### src/rtl/alu_pkg.sv
// Shared encodings for the ALU with iterative multiply/divide.
package alu_pkg;

  localparam int unsigned OP_W = 5;

  typedef enum logic [OP_W-1:0] {
    OP_ADD   = 5'd0,
    OP_SUB   = 5'd1,
    OP_AND   = 5'd2,
    OP_OR    = 5'd3,
    OP_XOR   = 5'd4,
    OP_NOT   = 5'd5,
    OP_NEG   = 5'd6,
    OP_SLL   = 5'd7,
    OP_SRL   = 5'd8,
    OP_SRA   = 5'd9,
    OP_SLT   = 5'd10,
    OP_SLTU  = 5'd11,
    OP_CMP   = 5'd12,
    OP_PASS  = 5'd13,
    OP_MUL   = 5'd16,
    OP_MULHU = 5'd17,
    OP_DIVU  = 5'd18,
    OP_REMU  = 5'd19
  } op_e;

  typedef enum logic [1:0] {
    ST_IDLE = 2'd0,
    ST_MUL  = 2'd1,
    ST_DIV  = 2'd2
  } state_e;

  function automatic logic is_iter_op(input logic [OP_W-1:0] op);
    return (op == OP_MUL) || (op == OP_MULHU) || (op == OP_DIVU) || (op == OP_REMU);
  endfunction

  function automatic logic is_mul_op(input logic [OP_W-1:0] op);
    return (op == OP_MUL) || (op == OP_MULHU);
  endfunction

  // MULHU and REMU take the upper half of the shared accumulator.
  function automatic logic iter_res_hi(input logic [OP_W-1:0] op);
    return (op == OP_MULHU) || (op == OP_REMU);
  endfunction

endpackage

### src/rtl/alu_muldiv_iter.sv
// One-bit-per-cycle shift-add multiplier and restoring divider sharing one
// 2*WIDTH accumulator and one iteration counter.
module alu_muldiv_iter #(
  parameter int unsigned WIDTH = 16,
  parameter int unsigned SHW   = $clog2(WIDTH)
) (
  input  logic             clk,
  input  logic             rst,
  input  logic             start,
  input  logic             step,
  input  logic             mul_mode,
  input  logic [WIDTH-1:0] a,
  input  logic [WIDTH-1:0] b,
  output logic             last_c,
  output logic [WIDTH-1:0] lo_c,
  output logic [WIDTH-1:0] hi_c
);

  localparam int unsigned W2 = 2 * WIDTH;

  logic [W2-1:0]    acc_q, acc_d, acc_step;
  logic [WIDTH-1:0] opb_q, opb_d;
  logic [SHW-1:0]   cnt_q, cnt_d;
  logic [WIDTH:0]   mul_sum, div_shift, div_diff;

  // Multiply: acc = {partial, multiplier}; divide: acc = {remainder, quotient}.
  always_comb begin
    mul_sum   = {1'b0, acc_q[W2-1:WIDTH]} + (acc_q[0] ? {1'b0, opb_q} : '0);
    div_shift = acc_q[W2-1:WIDTH-1];
    div_diff  = div_shift - {1'b0, opb_q};
    if (mul_mode) begin
      acc_step = {mul_sum, acc_q[WIDTH-1:1]};
    end else if (!div_diff[WIDTH]) begin
      acc_step = {div_diff[WIDTH-1:0], acc_q[WIDTH-2:0], 1'b1};
    end else begin
      acc_step = {div_shift[WIDTH-1:0], acc_q[WIDTH-2:0], 1'b0};
    end
  end

  always_comb begin
    acc_d = acc_q;
    opb_d = opb_q;
    cnt_d = cnt_q;
    if (start) begin
      acc_d = {{WIDTH{1'b0}}, a};
      opb_d = b;
      cnt_d = '0;
    end else if (step) begin
      acc_d = acc_step;
      cnt_d = cnt_q + SHW'(1);
    end
  end

  always_ff @(posedge clk) begin
    if (rst) begin
      acc_q <= '0;
      opb_q <= '0;
      cnt_q <= '0;
    end else begin
      acc_q <= acc_d;
      opb_q <= opb_d;
      cnt_q <= cnt_d;
    end
  end

  // Results reflect the step in progress so the final iteration lands directly in the output register.
  assign last_c = (cnt_q == SHW'(WIDTH - 1));
  assign lo_c   = acc_step[WIDTH-1:0];
  assign hi_c   = acc_step[W2-1:WIDTH];

endmodule

### src/rtl/alu_muldiv.sv
// ALU with single-cycle ops, iterative MUL/MULHU/DIVU/REMU and a
// valid/ready registered result.
module alu_muldiv
  import alu_pkg::*;
#(
  parameter int unsigned WIDTH = 16,
  parameter int unsigned SHW   = $clog2(WIDTH)
) (
  input  logic             clk,
  input  logic             rst,
  input  logic             in_valid,
  output logic             in_ready,
  input  logic [4:0]       op,
  input  logic [WIDTH-1:0] rs,
  input  logic [WIDTH-1:0] rm,
  output logic             out_valid,
  input  logic             out_ready,
  output logic [WIDTH-1:0] res,
  output logic             t_written,
  output logic             t,
  output logic             busy
);

  state_e           state_q, state_d;
  logic             out_valid_q, out_valid_d;
  logic [WIDTH-1:0] res_q, res_d;
  logic             t_q, t_d;
  logic             tw_q, tw_d;
  logic [4:0]       op_q, op_d;

  logic             out_free;
  logic             iter_start, iter_step, iter_last_c;
  logic [WIDTH-1:0] iter_lo_c, iter_hi_c;
  logic [WIDTH-1:0] alu_res;
  logic             alu_t, alu_tw;
  logic [SHW-1:0]   sh_amt;

  assign out_free  = !out_valid_q || out_ready;
  assign in_ready  = !rst && (state_q == ST_IDLE) && out_free;
  assign busy      = (state_q != ST_IDLE);
  assign out_valid = out_valid_q;
  assign res       = res_q;
  assign t         = t_q;
  assign t_written = tw_q;

  // Single-cycle datapath; unknown codes fall through to PASS.
  always_comb begin
    sh_amt  = rm[SHW-1:0];
    alu_res = rs;
    alu_t   = 1'b0;
    alu_tw  = 1'b0;
    case (op)
      OP_ADD:  alu_res = rs + rm;
      OP_SUB:  alu_res = rs - rm;
      OP_AND:  alu_res = rs & rm;
      OP_OR:   alu_res = rs | rm;
      OP_XOR:  alu_res = rs ^ rm;
      OP_NOT:  alu_res = ~rs;
      OP_NEG:  alu_res = -rs;
      OP_SLL:  alu_res = rs << sh_amt;
      OP_SRL:  alu_res = rs >> sh_amt;
      OP_SRA:  alu_res = WIDTH'($signed(rs) >>> sh_amt);
      OP_SLT: begin
        alu_res = '0;
        alu_t   = $signed(rs) < $signed(rm);
        alu_tw  = 1'b1;
      end
      OP_SLTU: begin
        alu_res = '0;
        alu_t   = rs < rm;
        alu_tw  = 1'b1;
      end
      OP_CMP: begin
        alu_res = '0;
        alu_t   = rs != rm;
        alu_tw  = 1'b1;
      end
      default: alu_res = rs;
    endcase
  end

  alu_muldiv_iter #(
    .WIDTH (WIDTH),
    .SHW   (SHW)
  ) u_iter (
    .clk      (clk),
    .rst      (rst),
    .start    (iter_start),
    .step     (iter_step),
    .mul_mode (state_q == ST_MUL),
    .a        (rs),
    .b        (rm),
    .last_c   (iter_last_c),
    .lo_c     (iter_lo_c),
    .hi_c     (iter_hi_c)
  );

  // Next state and output-register load; a finished iteration waits until the output slot is free.
  always_comb begin
    state_d     = state_q;
    out_valid_d = out_valid_q && !out_ready;
    res_d       = res_q;
    t_d         = t_q;
    tw_d        = tw_q;
    op_d        = op_q;
    iter_start  = 1'b0;
    iter_step   = 1'b0;
    case (state_q)
      ST_IDLE: begin
        if (in_valid && in_ready) begin
          op_d = op;
          if (is_iter_op(op)) begin
            iter_start = 1'b1;
            state_d    = is_mul_op(op) ? ST_MUL : ST_DIV;
          end else begin
            out_valid_d = 1'b1;
            res_d       = alu_res;
            t_d         = alu_t;
            tw_d        = alu_tw;
          end
        end
      end
      ST_MUL, ST_DIV: begin
        if (!iter_last_c) begin
          iter_step = 1'b1;
        end else if (out_free) begin
          iter_step   = 1'b1;
          state_d     = ST_IDLE;
          out_valid_d = 1'b1;
          res_d       = iter_res_hi(op_q) ? iter_hi_c : iter_lo_c;
          t_d         = 1'b0;
          tw_d        = 1'b0;
        end
      end
      default: state_d = ST_IDLE;
    endcase
  end

  always_ff @(posedge clk) begin
    if (rst) begin
      state_q     <= ST_IDLE;
      out_valid_q <= 1'b0;
      res_q       <= '0;
      t_q         <= 1'b0;
      tw_q        <= 1'b0;
      op_q        <= '0;
    end else begin
      state_q     <= state_d;
      out_valid_q <= out_valid_d;
      res_q       <= res_d;
      t_q         <= t_d;
      tw_q        <= tw_d;
      op_q        <= op_d;
    end
  end

endmodule

### config.mk
export PLATFORM = sky130hd
export DESIGN_NAME = alu_muldiv
export DESIGN_NICKNAME = d
export VERILOG_FILES = /design/src/rtl/alu_pkg.sv /design/src/rtl/alu_muldiv_iter.sv /design/src/rtl/alu_muldiv.sv
export SDC_FILE = /design/constraint.sdc
export NUM_CORES = 1
export LEC_CHECK = 0
export CAP_MARGIN = 20
export CORE_ASPECT_RATIO = 1.75
export CORE_MARGIN = 4
export CORE_UTILIZATION = 60
export CTS_CLUSTER_DIAMETER = 120
export DETAILED_ROUTE_END_ITERATION = 10
export PLACE_DENSITY = 0.81
export SLEW_MARGIN = 20
export SYNTH_ARGS = -nofsm -noshare
export SYNTH_HDL_FRONTEND = slang
export SYNTH_SLANG_ARGS = --single-unit
### constraint.sdc
create_clock -name clk -period 3.8 [get_ports clk]
set_clock_uncertainty 0.2 [all_clocks]
set_input_delay 0.38 -clock clk [delete_from_list [all_inputs] [get_ports clk]]
set_output_delay 0.38 -clock clk [all_outputs]
set_load 0.02 [all_outputs]
Yosys cells after proc, flatten, opt, wreduce, memory -nomap -nowiden
Index checks and enable logic that the tools add are counted.

Output and inout port bits: 21. Logic and storage cells: 114. Register bits: 78. Bits of input ports: 41.

$lt $le $gt $ge: 2. Shift operators: 3. Add/subtract/negate cells: 6. Reduce and logical (&&, ||, !) cells: 23. Bitwise logic cells: 4. Equality and inequality tests: 27. Muxes and demuxes: 39.

Operators with widths (count): one-hot mux 16 bit (11 select lines) (1); two-way mux 16 bit (8); two-way mux 32 bit (2); < comparator 16 bit (2); one-hot mux 16 bit (2 select lines) (1); equality test 5 bit, second input constant (6); equality test 5 x 4 -> 1 bit, second input constant (5); equality test 5 x 3 -> 1 bit, second input constant (4); adder 16 x 16 -> 17 bit (1); two-way mux 1 bit (17); subtractor 17 x 16 -> 17 bit (1); adder 16 bit (1); AND 16 bit (1); inequality test 16 bit (1); negator 16 bit (1); NOT 16 bit (1); OR 16 bit (1); << shifter 16 x 4 -> 16 bit (1); right shift 16 x 4 -> 16 bit (1); >>> shifter 16 x 4 -> 16 bit (1); subtractor 16 bit (1); bitwise XOR 16 bit (1); equality test 5 x 2 -> 1 bit, second input constant (2); two-way mux 2 bit (5); 21 further kinds (38).

Depth between registers and ports, before layout
Depth in word-level cells: 8. Mapped depth: 14. Depth with buffers taken out: 13.

Modules after synthesis
A second synthesis with hierarchy kept.

Cells, all modules: 1383. Area total of the unflattened synthesis: 10266.1 um^2.

Modules (own cells, without submodules): alu_muldiv (times used 1, area each 6108.4 um^2, cells an instance 852, sequential area each 500.5 um^2); alu_muldiv_iter (times used 1, area each 4157.7 um^2, cells an instance 531, sequential area each 1041.0 um^2).

Worst setup path before layout
No wires, ideal clock.

Kind: in2reg. Start: input rm[1]. End: register res_q[15], in the netlist res[15]. Stages: 13. Path buffers: 2. Required time: 3.497 ns. Setup slack: 0.408 ns. Arrival time: 3.088 ns. Setup time: 0.103 ns. Cells stage by stage: buf_2 buf_1 inv_1 ha_1 or2_2 a221oi_2 o21a_1 a311o_1 a21oi_1 nor3_2 mux2i_1 o211a_1 a2111oi_2.

Longest elaborated chain between the ends: 5. Elaborated cells on any way between the ends: 9. Classes of those cells: add/sub (2); shift (3); mux (4).

Ends and longest elaborated chain: start: declaration (line alu_muldiv.sv:15) `input logic [WIDTH-1:0] rm,`; subtractor 16 bit (tied with other cells) (line alu_muldiv.sv:54) `OP_SUB: alu_res = rs - rm;`; one-hot mux 16 bit (11 select lines) * (line alu_muldiv.sv:52) `case (op)`; two-way mux 16 bit * (line alu_muldiv.sv:112) `if (is_iter_op(op)) begin`; two-way mux 16 bit * (line alu_muldiv.sv:110) `if (in_valid && in_ready) begin`; one-hot mux 16 bit (2 select lines) * (line alu_muldiv.sv:108) `case (state_q)`; end signal: assignment (line alu_muldiv.sv:150) `res_q <= res_d;`; end: declaration (line alu_muldiv.sv:26) `logic [WIDTH-1:0] res_q, res_d;`.

Every way passes the cells marked *; elsewhere a longest branch is shown, timed or not. The select of a mux whose other input is x is not followed. A chain may end at the register's enable or synchronous reset.

Worst setup path after layout
Start: register u_iter.opb_q[0]. End: register u_iter.acc_q[31].

Longest elaborated chain between the ends: 3. Elaborated cells on any way between the ends: 5. Classes of those cells: add/sub (2); mux (3).

Ends and longest elaborated chain: start: declaration (line alu_muldiv_iter.sv:22) `logic [WIDTH-1:0] opb_q, opb_d;`; start signal: assignment (line alu_muldiv_iter.sv:61) `opb_q <= opb_d;`; subtractor 17 x 16 -> 17 bit / two-way mux 16 bit (equally long branches) (line alu_muldiv_iter.sv:30, alu_muldiv_iter.sv:28); two-way mux 32 bit / adder 16 x 16 -> 17 bit (equally long branches) (line alu_muldiv_iter.sv:33, alu_muldiv_iter.sv:28); two-way mux 32 bit * (line alu_muldiv_iter.sv:31) `if (mul_mode) begin`; end signal: assignment (line alu_muldiv_iter.sv:56) `acc_q <= '0;`; end signal: assignment (line alu_muldiv_iter.sv:60) `acc_q <= acc_d;`; end: declaration (line alu_muldiv_iter.sv:21) `logic [W2-1:0] acc_q, acc_d, acc_step;`.

Every way passes the cells marked *; elsewhere a longest branch is shown, timed or not.

==> results.txt <==
DR pass1 iterations = 7
Ys async rst share = 0
WP data required = 3.83 ns
Met1 track utilization from global routing = 0.440
CP Capture Type = flip-flop
Cell area power density = 249 nW/um^2
TritonCTS Buffers = 9
Overall Global Routing Usage = 0.423
Switching pwr = 1.04 mW
Worst Hold Class = input port to flip-flop
Sequential element share of the synthesized area = 0.155
Die Wd = 105 um
Area leader, netlist = dfxtp_1
Warnings, synthesis = 0
Clock slew at reported path FFs = 0.06 ns
Die Y-Extent = 178 um
Sw Share = 0.362
Port bufs = 61
Share of layout cells above drive strength 1 = 0.121
Most used DFF post-synth = dfxtp_1
Tcrit/Tclk final = 0.946
Fin Setup TNS = 0 ns
Congestion Overflow GR = 0
Vias = 11.4k
Rel. slew slack = 0.324
Area Overhead vs Synth = 15.8%
Max Freq = 278 MHz
Met2 GRT Util = 0.731
Rows = 62
RSZ-0062 raised after global routing = no
Final core occ = 0.702
Ports = 62
GR peak layer = met2
Hold_buf cts = 0
Initial DRC count = 1179
Routability cong. = 1.03
Int Power = 1.82 mW
# diodes = 0
Syn_nets = 1528
Setup repair bufs after CTS = 0
DIE AREA = 18700 um^2
CP Data Arrival Time = 3.63 ns
Starting Density = 0.606
Final wirelength = 40100 um
Max Cap Violations = 0
Post-CTS sizing = 0
Multi-input gate area = 7690 um^2
# DRC = 0
Seq. cell area = 1540 um^2
DR WL/cell = 23.6 um
Flop pwr share = 0.301
Gate power share = 0.388
CP Max Fanout = 3
Worst slew pin tran = 0.989 ns
Top post-synthesis cells by area = dfxtp_1, ha_1, a21oi_1
Number of antenna violations at the first check in global routing = 0
Setup Viol. Count Final = 0
Syn Inst Count = 1394
Clock power share = 0.311
Vias in the first global route = 11.5k
Met3 global-route usage = 0.0612
Root Buffer = clkbuf_16
Vias/cell = 6.74
Avg Cell Area, Syn = 7.12 um^2
Crit Path Class = flip-flop to flip-flop
CTS tree = done
Leakage power = 4.72 nW
Filler instances = 1371
DP Wirelength = 31000 um
Post-DRT Antenna Nets = 0
Max IR drop VDD = 0.000218 V
Core Area = 16400 um^2
Clock Tree Buf Depth = 2
Post-layout nets = 1600
Startpoint Class = flip-flop
First-pass GRT wire length = 62300 um
Flops & latches, synth = 77
Status = complete, no violations
Top-area cell type share of the netlist area = 0.155
Htree depth = 3
Yosys cell types = 86
Largest net degree at the start of global routing = 53
Slew Limit Fails = 0
Post-synth EDFFs = 0
Clock sinks = 77
Post-Syn Area = 9930 um^2
Skew-Pair Late Insertion Delay = 0.34 ns
Final Hold Vio Count = 0
Fin crit period = 3.60 ns
## flip-flops by register name, indices dropped and copies added, names as in the netlist
signal,count
u_iter.cnt_q,4
t_written,1
res,16
state_q,2
t,1
out_valid,1
op_q,4
u_iter.acc_q,32
u_iter.opb_q,16
## path summary, 6_finish.rpt
kind	from	endpoint	slack [ns]	cells past startpoint
max reg2reg	u_iter.opb_q[0]	u_iter.acc_q[31]	0.20	13
min reg2reg	t	t	0.26	2
max	u_iter.opb_q[0]	u_iter.acc_q[31]	0.20	13
min	rst	t	0.15	2
## synthesized netlist by cell type (5+ instances only)
| cell | number |
|---|---|
| buf_4 | 6 |
| a221o_1 | 6 |
| or3_1 | 6 |
| buf_1 | 8 |
| nor4_1 | 12 |
| nand3_1 | 27 |
| xor2_1 | 17 |
| ha_1 | 89 |
| a21oi_1 | 139 |
| o2111ai_1 | 8 |
| nor2b_1 | 12 |
| o31a_1 | 5 |
| xnor2_1 | 28 |
| or2_2 | 6 |
| o22ai_1 | 11 |
| nand2b_1 | 19 |
| nand2_1 | 167 |
| o21a_1 | 8 |
| nor3_1 | 29 |
| buf_2 | 18 |
| o31ai_1 | 7 |
| inv_1 | 73 |
| o211ai_1 | 27 |
| dfxtp_1 | 77 |
| clkbuf_1 | 66 |
| mux4_2 | 12 |
| a311oi_1 | 7 |
| o221ai_1 | 8 |
| o21bai_1 | 5 |
| o21ai_1 | 11 |
| a221oi_1 | 9 |
| and3_1 | 11 |
| a31oi_1 | 9 |
| nand4_1 | 9 |
| a21o_1 | 23 |
| mux2i_1 | 46 |
| o21ai_0 | 95 |
| mux2_2 | 13 |
| nand3b_1 | 5 |
| and2_1 | 18 |
| a2111oi_0 | 7 |
| a211oi_1 | 23 |
| a211o_1 | 6 |
| nor2_1 | 133 |
## worst max-delay path, cell delays in order, from the launching register on
cell,delay [ns]
dfxtp_1,0.33
and2_1,0.16
ha_1,0.23
fa_1,0.46
a21oi_1,0.29
o22ai_1,0.17
o41ai_1,0.30
buf_4,0.21
o21ai_0,0.17
a31oi_1,0.32
o21ai_0,0.15
o32ai_1,0.25
buf_4,0.18
o21ai_0,0.07
## stage by stage
step | total power [mW] | instance area [um^2] | std cells | hold slack [ns] | worst slack [ns]
floorplan | 1.55 | 9930 | 1394 | 0.245 | 0.408
global placement | 1.94 | 11200 | 1679 | 0.249 | 0.107
detailed placement | 1.95 | 11200 | 1679 | 0.248 | 0.0694
CTS | 2.83 | 11500 | 1695 | 0.136 | 0.278
global route | 2.97 | 11500 | 1695 | 0.152 | 0.0307
finish | 2.86 | 11500 | 1695 | 0.146 | 0.204
## routing by layer
metal / up-vias / part of all wire / wire (um)
li1: 5212 / - / -
met1: 5296 / 0.34 / 13700
met2: 655 / 0.48 / 19300
met3: 268 / 0.065 / 2610
met4: 0 / 0.11 / 4420
met5: - / 0 / 0
## logic make-up after synthesis
logic type,after synthesis,synth area share
buf+inv,174,0.0711
mux,71,0.0884
simple gates,478,0.227
xor+xnor,45,0.0397
compound gates,456,0.299
flops,77,0.155
fa+ha+maj,93,0.120
## layout by cell type, fill, tap and decap left out, types with 23 or more instances in the layout
cell type        count
clkdlybuf4s50_1     58
nand2_1            167
dfxtp_1             77
mux2i_1             46
inv_1               73
a21o_1              23
nand3_1             27
xnor2_1             28
a21oi_1            139
buf_4               95
nor3_1              29
ha_1                88
o211ai_1            27
o21ai_0             95
a211oi_1            23
nor2_1             132
## area by class of cell
class / instances / share of cell area
multi-input combinational: 1143 / 0.669
clock buffer: 11 / 0.0220
inverter: 75 / 0.0245
timing repair buffer: 160 / 0.121
sequential: 77 / 0.134
clock inverter: 5 / 0.00511
tap: 224 / 0.0244
## power by group through the flow
stage / Combinational [mW] / Clock [mW] / Sequential [mW]
after global placement: 1.06 / 0 / 0.876
after global routing: 1.19 / 0.914 / 0.863
after floorplan: 0.661 / 0 / 0.885
final: 1.11 / 0.889 / 0.862
after detailed placement: 1.07 / 0 / 0.877
after CTS: 1.08 / 0.890 / 0.860
(Power assumes the default switching activity.)
